## config.mk

```make
export PLATFORM = sky130hd
export DESIGN_NAME = keypad_scan
export DESIGN_NICKNAME = d
export VERILOG_FILES = /design/src/rtl/keypad_pkg.sv /design/src/rtl/keypad_debounce.sv /design/src/rtl/keypad_scan.sv
export SDC_FILE = /design/constraint.sdc
export NUM_CORES = 1
export LEC_CHECK = 0
export BUFFER_PORTS_ARGS = -buffer_cell sky130_fd_sc_hd__buf_2
export CAP_MARGIN = 20
export CORE_ASPECT_RATIO = 1.2
export CORE_MARGIN = 4
export CORE_UTILIZATION = 40
export CTS_CLUSTER_SIZE = 40
export DETAILED_ROUTE_END_ITERATION = 10
export PLACE_DENSITY = 0.67
export SLEW_MARGIN = 20
export SYNTH_ARGS = -nofsm -noshare
export SYNTH_HDL_FRONTEND = slang
export SYNTH_SLANG_ARGS = --single-unit
```

## constraint.sdc

```tcl
create_clock -name clk -period 18.4 [get_ports clk]
set_input_delay 2.76 -clock clk [delete_from_list [all_inputs] [get_ports clk]]
set_output_delay 2.76 -clock clk [all_outputs]
set_load 0.05 [all_outputs]
```

## src/rtl/keypad_pkg.sv

```systemverilog
// -----------------------------------------------------------------------------
// keypad_pkg
// Shared types and constants for the scanned 4x4 keypad reader.
//   NUM_ROWS / NUM_COLS / CODE_W : matrix geometry and key code width
//   frame_kind_e                 : classification of one complete scan frame
//   key_state_e                  : acceptance FSM states
//   frame_t                      : frame kind plus key code (code = row*4+col)
//   classify_frame()             : turns a 16-bit pressed map into a frame_t
// -----------------------------------------------------------------------------
package keypad_pkg;

   localparam int NUM_ROWS = 4;
   localparam int NUM_COLS = 4;
   localparam int CODE_W   = 4;
   localparam int NUM_KEYS = NUM_ROWS * NUM_COLS;

   typedef enum logic [1:0] {
      NONE   = 2'd0,
      SINGLE = 2'd1,
      MULTI  = 2'd2
   } frame_kind_e;

   typedef enum logic {
      IDLE = 1'b0,
      HELD = 1'b1
   } key_state_e;

   typedef struct packed {
      frame_kind_e        kind;
      logic [CODE_W-1:0]  code;
   } frame_t;

   // pressed[i] is high when key code i was seen closed during the frame.
   // The code field is forced to zero for NONE and MULTI so that frame
   // comparisons in the debouncer only ever depend on meaningful bits.
   function automatic frame_t classify_frame(input logic [NUM_KEYS-1:0] pressed);
      frame_t     f;
      logic [1:0] hits;
      logic [CODE_W-1:0] first_code;
      hits       = 2'd0;
      first_code = '0;
      for (int i = 0; i < NUM_KEYS; i++) begin
         if (pressed[i]) begin
            if (hits == 2'd0) first_code = CODE_W'(i);
            if (hits != 2'd2) hits = hits + 2'd1;
         end
      end
      case (hits)
         2'd0:    begin f.kind = NONE;   f.code = '0;         end
         2'd1:    begin f.kind = SINGLE; f.code = first_code; end
         default: begin f.kind = MULTI;  f.code = '0;         end
      endcase
      return f;
   endfunction

endpackage

```

## src/rtl/keypad_debounce.sv

```systemverilog
// -----------------------------------------------------------------------------
// keypad_debounce
// Frame-level debouncer and press/release FSM for the keypad reader.
// Optional feature macro: KEYPAD_REPEAT_EN (auto-repeat of a held key).
// Ports:
//   clk, rstn    : clock, asynchronous active-low reset
//   frame_valid  : one-cycle strobe, frame_in holds a fresh frame result
//   frame_in     : classified frame (NONE / SINGLE(code) / MULTI)
//   key_valid    : one-cycle pulse on an accepted press, roll-over or repeat
//   key_code     : code of the last accepted key, held between events
//   key_held     : high while the accepted key stays stably pressed
// -----------------------------------------------------------------------------
module keypad_debounce
   import keypad_pkg::*;
#(
   parameter int DEBOUNCE      = 3,   // 1..15 identical frames to accept
   parameter int REPEAT_FRAMES = 8    // frames between auto-repeat pulses
) (
   input  logic              clk,
   input  logic              rstn,
   input  logic              frame_valid,
   input  frame_t            frame_in,
   output logic              key_valid,
   output logic [CODE_W-1:0] key_code,
   output logic              key_held
);

   localparam logic [3:0] DEB = 4'(DEBOUNCE);

   frame_t            cand_reg, cand_next;
   logic [3:0]        cnt_reg, cnt_next;
   key_state_e        state_reg;
   logic              key_valid_reg;
   logic [CODE_W-1:0] key_code_reg;
   logic              key_held_reg;
   logic              stable;
   logic              accepted;

`ifdef KEYPAD_REPEAT_EN
   localparam logic [7:0] REP_LAST = 8'(REPEAT_FRAMES - 1);
   logic [7:0] rep_cnt_reg;
`endif

   // Candidate tracking. A MULTI frame wipes the candidate so the next
   // clean frame has to earn a full DEBOUNCE run from scratch.
   always_comb begin
      cand_next = cand_reg;
      cnt_next  = cnt_reg;
      if (frame_in.kind == MULTI) begin
         cand_next.kind = NONE;
         cand_next.code = '0;
         cnt_next       = 4'd0;
      end else if (frame_in == cand_reg) begin
         if (cnt_reg != DEB) cnt_next = cnt_reg + 4'd1;
      end else begin
         cand_next = frame_in;
         cnt_next  = 4'd1;
      end
   end

   // stable: the counter was already saturated on this same frame, so this
   // frame is not a new arrival at DEBOUNCE and must not re-trigger.
   assign stable   = (frame_in == cand_reg) && (cnt_reg == DEB);
   assign accepted = (frame_in.kind != MULTI) && (cnt_next == DEB) && !stable;

   always_ff @(posedge clk or negedge rstn) begin
      if (!rstn) begin
         cand_reg.kind <= NONE;
         cand_reg.code <= '0;
         cnt_reg       <= 4'd0;
         state_reg     <= IDLE;
         key_valid_reg <= 1'b0;
         key_code_reg  <= '0;
         key_held_reg  <= 1'b0;
`ifdef KEYPAD_REPEAT_EN
         rep_cnt_reg   <= 8'd0;
`endif
      end else begin
         key_valid_reg <= 1'b0;
         if (frame_valid) begin
            cand_reg <= cand_next;
            cnt_reg  <= cnt_next;
`ifdef KEYPAD_REPEAT_EN
            // Anything other than a stable repeat frame restarts the count.
            rep_cnt_reg <= 8'd0;
`endif
            case (state_reg)
               IDLE: begin
                  if (accepted && frame_in.kind == SINGLE) begin
                     key_valid_reg <= 1'b1;
                     key_code_reg  <= frame_in.code;
                     key_held_reg  <= 1'b1;
                     state_reg     <= HELD;
                  end
               end
               HELD: begin
                  if (accepted && frame_in.kind == NONE) begin
                     key_held_reg <= 1'b0;
                     state_reg    <= IDLE;
                  end else if (accepted && frame_in.kind == SINGLE &&
                               frame_in.code != key_code_reg) begin
                     // Roll-over to a different key without a release.
                     key_valid_reg <= 1'b1;
                     key_code_reg  <= frame_in.code;
                  end
`ifdef KEYPAD_REPEAT_EN
                  else if (stable && frame_in.kind == SINGLE &&
                           frame_in.code == key_code_reg) begin
                     if (rep_cnt_reg == REP_LAST) begin
                        key_valid_reg <= 1'b1;
                     end else begin
                        rep_cnt_reg <= rep_cnt_reg + 8'd1;
                     end
                  end
`endif
               end
               default: state_reg <= IDLE;
            endcase
         end
      end
   end

   assign key_valid = key_valid_reg;
   assign key_code  = key_code_reg;
   assign key_held  = key_held_reg;

endmodule

```

## src/rtl/keypad_scan.sv

```systemverilog
// -----------------------------------------------------------------------------
// keypad_scan
// Scanned 4x4 matrix keypad reader. Drives one active-low column per scan_en
// step, samples synchronized active-low rows, classifies each 4-column frame
// and hands it to keypad_debounce for press/release acceptance.
// Optional feature macro: KEYPAD_REPEAT_EN (auto-repeat, see keypad_debounce).
// Ports:
//   clk        : system clock
//   rstn       : asynchronous active-low reset
//   scan_en    : one-cycle column-step strobe (>= 3 clk apart)
//   row_in     : keypad rows, active-low, asynchronous
//   col_out    : column drive, active-low one-hot
//   key_valid  : one-cycle pulse on accepted press (or repeat)
//   key_code   : row*4+col of last accepted key
//   key_held   : high while an accepted key remains stably pressed
// -----------------------------------------------------------------------------
module keypad_scan
   import keypad_pkg::*;
#(
   parameter int DEBOUNCE      = 3,
   parameter int REPEAT_FRAMES = 8
) (
   input  logic       clk,
   input  logic       rstn,
   input  logic       scan_en,
   input  logic [3:0] row_in,
   output logic [3:0] col_out,
   output logic       key_valid,
   output logic [3:0] key_code,
   output logic       key_held
);

   logic [NUM_ROWS-1:0]                 row_meta_reg;
   logic [NUM_ROWS-1:0]                 row_sync_reg;
   logic [1:0]                          col_reg;
   logic [NUM_COLS-2:0][NUM_ROWS-1:0]   rows_lat_reg;
   logic [NUM_COLS-1:0][NUM_ROWS-1:0]   frame_rows;
   logic [NUM_KEYS-1:0]                 pressed;
   logic                                frame_end;
   logic                                frame_valid_reg;
   frame_t                              frame_reg;

   // Two-flop synchronizer; idle level is all rows released.
   always_ff @(posedge clk or negedge rstn) begin
      if (!rstn) begin
         row_meta_reg <= '1;
         row_sync_reg <= '1;
      end else begin
         row_meta_reg <= row_in;
         row_sync_reg <= row_meta_reg;
      end
   end

   // Column counter; the 2-bit add wraps 3 -> 0 on its own.
   always_ff @(posedge clk or negedge rstn) begin
      if (!rstn) begin
         col_reg <= 2'd0;
      end else if (scan_en) begin
         col_reg <= col_reg + 2'd1;
      end
   end

   genvar gi, gj;
   generate
      for (gi = 0; gi < NUM_COLS; gi++) begin : g_col_drive
         assign col_out[gi] = (col_reg != 2'(gi));
      end

      // Columns 0..2 are latched as they are scanned. Column 3 is never
      // stored: its rows are taken straight from the synchronizer on the
      // frame-completing strobe.
      for (gi = 0; gi < NUM_COLS - 1; gi++) begin : g_row_latch
         always_ff @(posedge clk or negedge rstn) begin
            if (!rstn) begin
               rows_lat_reg[gi] <= '1;
            end else if (scan_en && col_reg == 2'(gi)) begin
               rows_lat_reg[gi] <= row_sync_reg;
            end
         end
      end

      for (gi = 0; gi < NUM_ROWS; gi++) begin : g_row
         for (gj = 0; gj < NUM_COLS; gj++) begin : g_col
            assign pressed[gi*NUM_COLS + gj] = ~frame_rows[gj][gi];
         end
      end
   endgenerate

   assign frame_rows = {row_sync_reg, rows_lat_reg};
   assign frame_end  = scan_en && (col_reg == 2'(NUM_COLS - 1));

   always_ff @(posedge clk or negedge rstn) begin
      if (!rstn) begin
         frame_valid_reg <= 1'b0;
         frame_reg.kind  <= NONE;
         frame_reg.code  <= '0;
      end else begin
         frame_valid_reg <= frame_end;
         if (frame_end) frame_reg <= classify_frame(pressed);
      end
   end

   keypad_debounce #(
      .DEBOUNCE      (DEBOUNCE),
      .REPEAT_FRAMES (REPEAT_FRAMES)
   ) u_debounce (
      .clk         (clk),
      .rstn        (rstn),
      .frame_valid (frame_valid_reg),
      .frame_in    (frame_reg),
      .key_valid   (key_valid),
      .key_code    (key_code),
      .key_held    (key_held)
   );

endmodule

```

==> results.yml <==
cts:
  clk_pin_slew_worst_paths_ps: 70
  cts_setup_buffers: 0
  cts_buffers: 5
  clock_sinks: 46
  cts_root_buffer: "clkbuf_16"
  clock_path_buffers: 2
  holdBufCountCts: 0
  cts_htree_levels: 2
  cts_tree: "done"
  cts-resized-gates: 0
  insertion_delay_ps: 290
min_path:
  min_path_cells: 0
  min_to: "row_sync_reg[3]$_DFF_PN1_"
  hp-start: "row_meta_reg[3]$_DFF_PN1_"
  hold_class: "reg -> reg"
placement:
  io_buffers: 16
  pre_cts_slack_ps: 11540
  dpl.hpwl_um: 6850
  gp_congestion: 0.927
  place_inst: 593
global_route:
  grtUsageTotal: 0.162
  grt_max_degree: 47
  antenna_found_initial: 0
  gr-total-overflow: 0
  grt_first_pass_wirelength_um: 16100
  grt_pass1_vias: 3407
die:
  rows: 39
  start_util: 0.415
  io_pins: 17
  die_h_um: 117
  dieArea_um2: 11700
  die_w_um: 99.2
  core_area_um2: 9610
sta:
  setup_ws_ps: 11440
  period_needed_ps: 6960
  period_share: 0.378
  hold_slack_ps: 358
  worstMarginPinSlew_ps: 742
  rsz0062_at_grt: "no"
  fin_worst_skew_ps: 5.87
  finalSetupViolCount: 0
  timing.final.hold_violations: 0
  fin_tns_setup_ps: 0
  fmax_ghz: 0.144
  slew_headroom: 0.502
  final_max_slew_viol_count: 0
outcome:
  status: "finished clean"
critical_path:
  start_kind: "flop"
  critPathKind: "reg -> reg"
  ff2ff_path_depth: 23
  crit_arrival_ps: 7190
  path_cells: "inv_1 > ha_1 > nor4b_2 > a21oi_1 > a211oi_1 > or2_1 > nand3b_1 > o211ai_1 > nor2_1 > a221o_1 > a211oi_4 > mux2i_4 > nand2_1 > a311oi_1 > o22ai_1 > o22a_1 > ha_1 > o21ai_0 > ha_1 > nor2b_1 > o21ai_0 > a211oi_1 > a22o_1"
  cp-end-kind: "flop"
  crit_top_cell: "ha_1"
  r2r_start: "frame_rows[0]$_DFFE_PN1P_"
  cp_top_family: "compound AO/OA/AOI/OAI gates"
  critical_path_buf_inv_count: 1
  slowest_delay_ps: 580
  path_max_fanout: 7
  rrSetupSlack_ps: 11440
  slowest_stage: "dfstp_2"
  reg2reg_to: "frame_reg[1]$_DFFE_PN0P_"
  required_ps: 18630
yosys:
  synth_top_family_by_area: "compound AO/OA/AOI/OAI gates"
  yosys.area_share.adder: 0.0376
  ys_async_sr_fraction: 1.00
  yosysWarnings: 0
  yosysSeqAreaShare: 0.294
  synth_compound_area_frac: 0.310
  yosys.area_share.simple: 0.203
  synth.area.mux_share: 0.0583
  synth_cells: 479
  syn-num-nets: 498
  synthFlopType: "dfrtp_1"
  ys_ff_latch: 46
  synth_edf_count: 0
  synth_xor_area_frac: 0.0464
  syn_area_um2: 3990
  avgSynthCellArea_um2: 8.34
  yosysUniqueCellTypes: 80
route:
  avgRoutedWirePerCell_um: 15.4
  ant_nets: 0
  drc: 0
  drtIter0Drc: 288
  drtPass1Iterations: 5
  vias: 3586
  drt_wl_total_um: 9250
  vias_per_cell: 5.97
finish:
  diodes: 0
  final.fill_count: 917
  area_growth_syn_to_layout_pct: 6.77
  drive_gt1_frac: 0.174
  nNetsFinal: 496
  largest_reg_flops: 12
  final_cells: 601
run:
  drv_cap: 0
[cell usage in the layout (no fill, tap or decap), drive strengths merged, types with 4 or more instances in the layout]
| cell | Yosys | final |
|---|---|---|
| ha | 12 | 12 |
| xnor2 | 12 | 12 |
| nor3 | 5 | 5 |
| o21a | 5 | 5 |
| and2 | 7 | 7 |
| nand4 | 4 | 4 |
| a22o | 6 | 6 |
| o211a | 4 | 4 |
| mux2i | 4 | 4 |
| inv | 22 | 24 |
| a21oi | 29 | 29 |
| nor2 | 31 | 31 |
| or2 | 6 | 6 |
| o211ai | 5 | 5 |
| a21o | 6 | 6 |
| buf | 9 | 16 |
| a211oi | 9 | 9 |
| nor2b | 8 | 8 |
| mux2 | 14 | 14 |
| o22ai | 5 | 5 |
| o31ai | 6 | 6 |
| dfstp | 20 | 20 |
| nand2b | 5 | 5 |
| xor2 | 7 | 7 |
| nand2 | 66 | 66 |
| a31oi | 8 | 8 |
| or3 | 5 | 5 |
| dfrtp | 26 | 26 |
| a221oi | 7 | 7 |
| clkbuf | 16 | 5 |
| nand3 | 15 | 15 |
| o21ai | 43 | 43 |
[logic make-up after synthesis]
kind of cell | after synthesis
muxes | 19
AOI/OAI and AO/OA | 169
and+or+nand+nor | 167
xor gates and xnor gates | 19
buffers and inverters | 47
adders and majority gates | 12
DFF | 46
[worst max-delay path by stage]
| stage | from | slack (ps) | endpoint | cells past startpoint |
|---|---|---|---|---|
| finish | frame_rows[0]$_DFFE_PN1P_ | 11440 | frame_reg[1]$_DFFE_PN0P_ | 23 |
| global route | frame_rows[0]$_DFFE_PN1P_ | 10800 | frame_reg[1]$_DFFE_PN0P_ | 23 |
| CTS | frame_rows[0]$_DFFE_PN1P_ | 11510 | frame_reg[0]$_DFFE_PN0P_ | 23 |
| detailed placement | frame_rows[0]$_DFFE_PN1P_ | 11540 | frame_reg[0]$_DFFE_PN0P_ | 23 |
| global placement | frame_rows[0]$_DFFE_PN1P_ | 11690 | frame_reg[0]$_DFFE_PN0P_ | 23 |
| floorplan | frame_rows[0]$_DFFE_PN1P_ | 12260 | frame_reg[3]$_DFFE_PN0P_ | 24 |
[stage by stage]
step,instance area (um^2),utilization
floorplan,3990,-
global placement,4110,0.427
detailed placement,4110,0.427
CTS,4260,0.443
global route,4260,0.444
finish,4260,0.444
[synthesized netlist by cell type, drive strengths merged, types with 8 or more instances]
| library cell | count | area, um^2 |
|---|---|---|
| ha | 12 | 150 |
| nor2b | 8 | 50.1 |
| xnor2 | 12 | 124 |
| inv | 22 | 82.6 |
| nand3 | 15 | 75.1 |
| clkbuf | 16 | 60.1 |
| nand2 | 66 | 250 |
| a21oi | 29 | 168 |
| a31oi | 8 | 50.1 |
| o21ai | 43 | 219 |
| mux2 | 14 | 158 |
| a211oi | 9 | 80.1 |
| dfrtp | 26 | 651 |
| dfstp | 20 | 526 |
| nor2 | 31 | 116 |
| buf | 9 | 60.1 |
[per-layer routing]
layer / vias to the layer above / GRT usage / wire, um / share of wire
li1: 1763 / - / - / -
met1: 1713 / 0.213 / 4270 / 0.46
met2: 88 / 0.267 / 4400 / 0.48
met3: 22 / 0.0196 / 331 / 0.036
met4: 0 / 0.0649 / 243 / 0.026
met5: - / 0 / 0 / 0
[area by class of cell]
| cell class | instances | area [um^2] | area share |
|---|---|---|---|
| Sequential cell | 46 | 1180 | 0.276 |
| Multi-Input combinational cell | 386 | 2620 | 0.613 |
| Clock buffer | 5 | 125 | 0.0293 |
| Tap cell | 123 | 154 | 0.0361 |
| Clock inverter | 3 | 28.8 | 0.00675 |
| Inverter | 22 | 82.6 | 0.0194 |
| Timing Repair Buffer | 16 | 82.6 | 0.0194 |
Power is left out: the tool's default activity adds up to more than one toggle a clock period on the data nets, which glitch-free logic cannot reach.
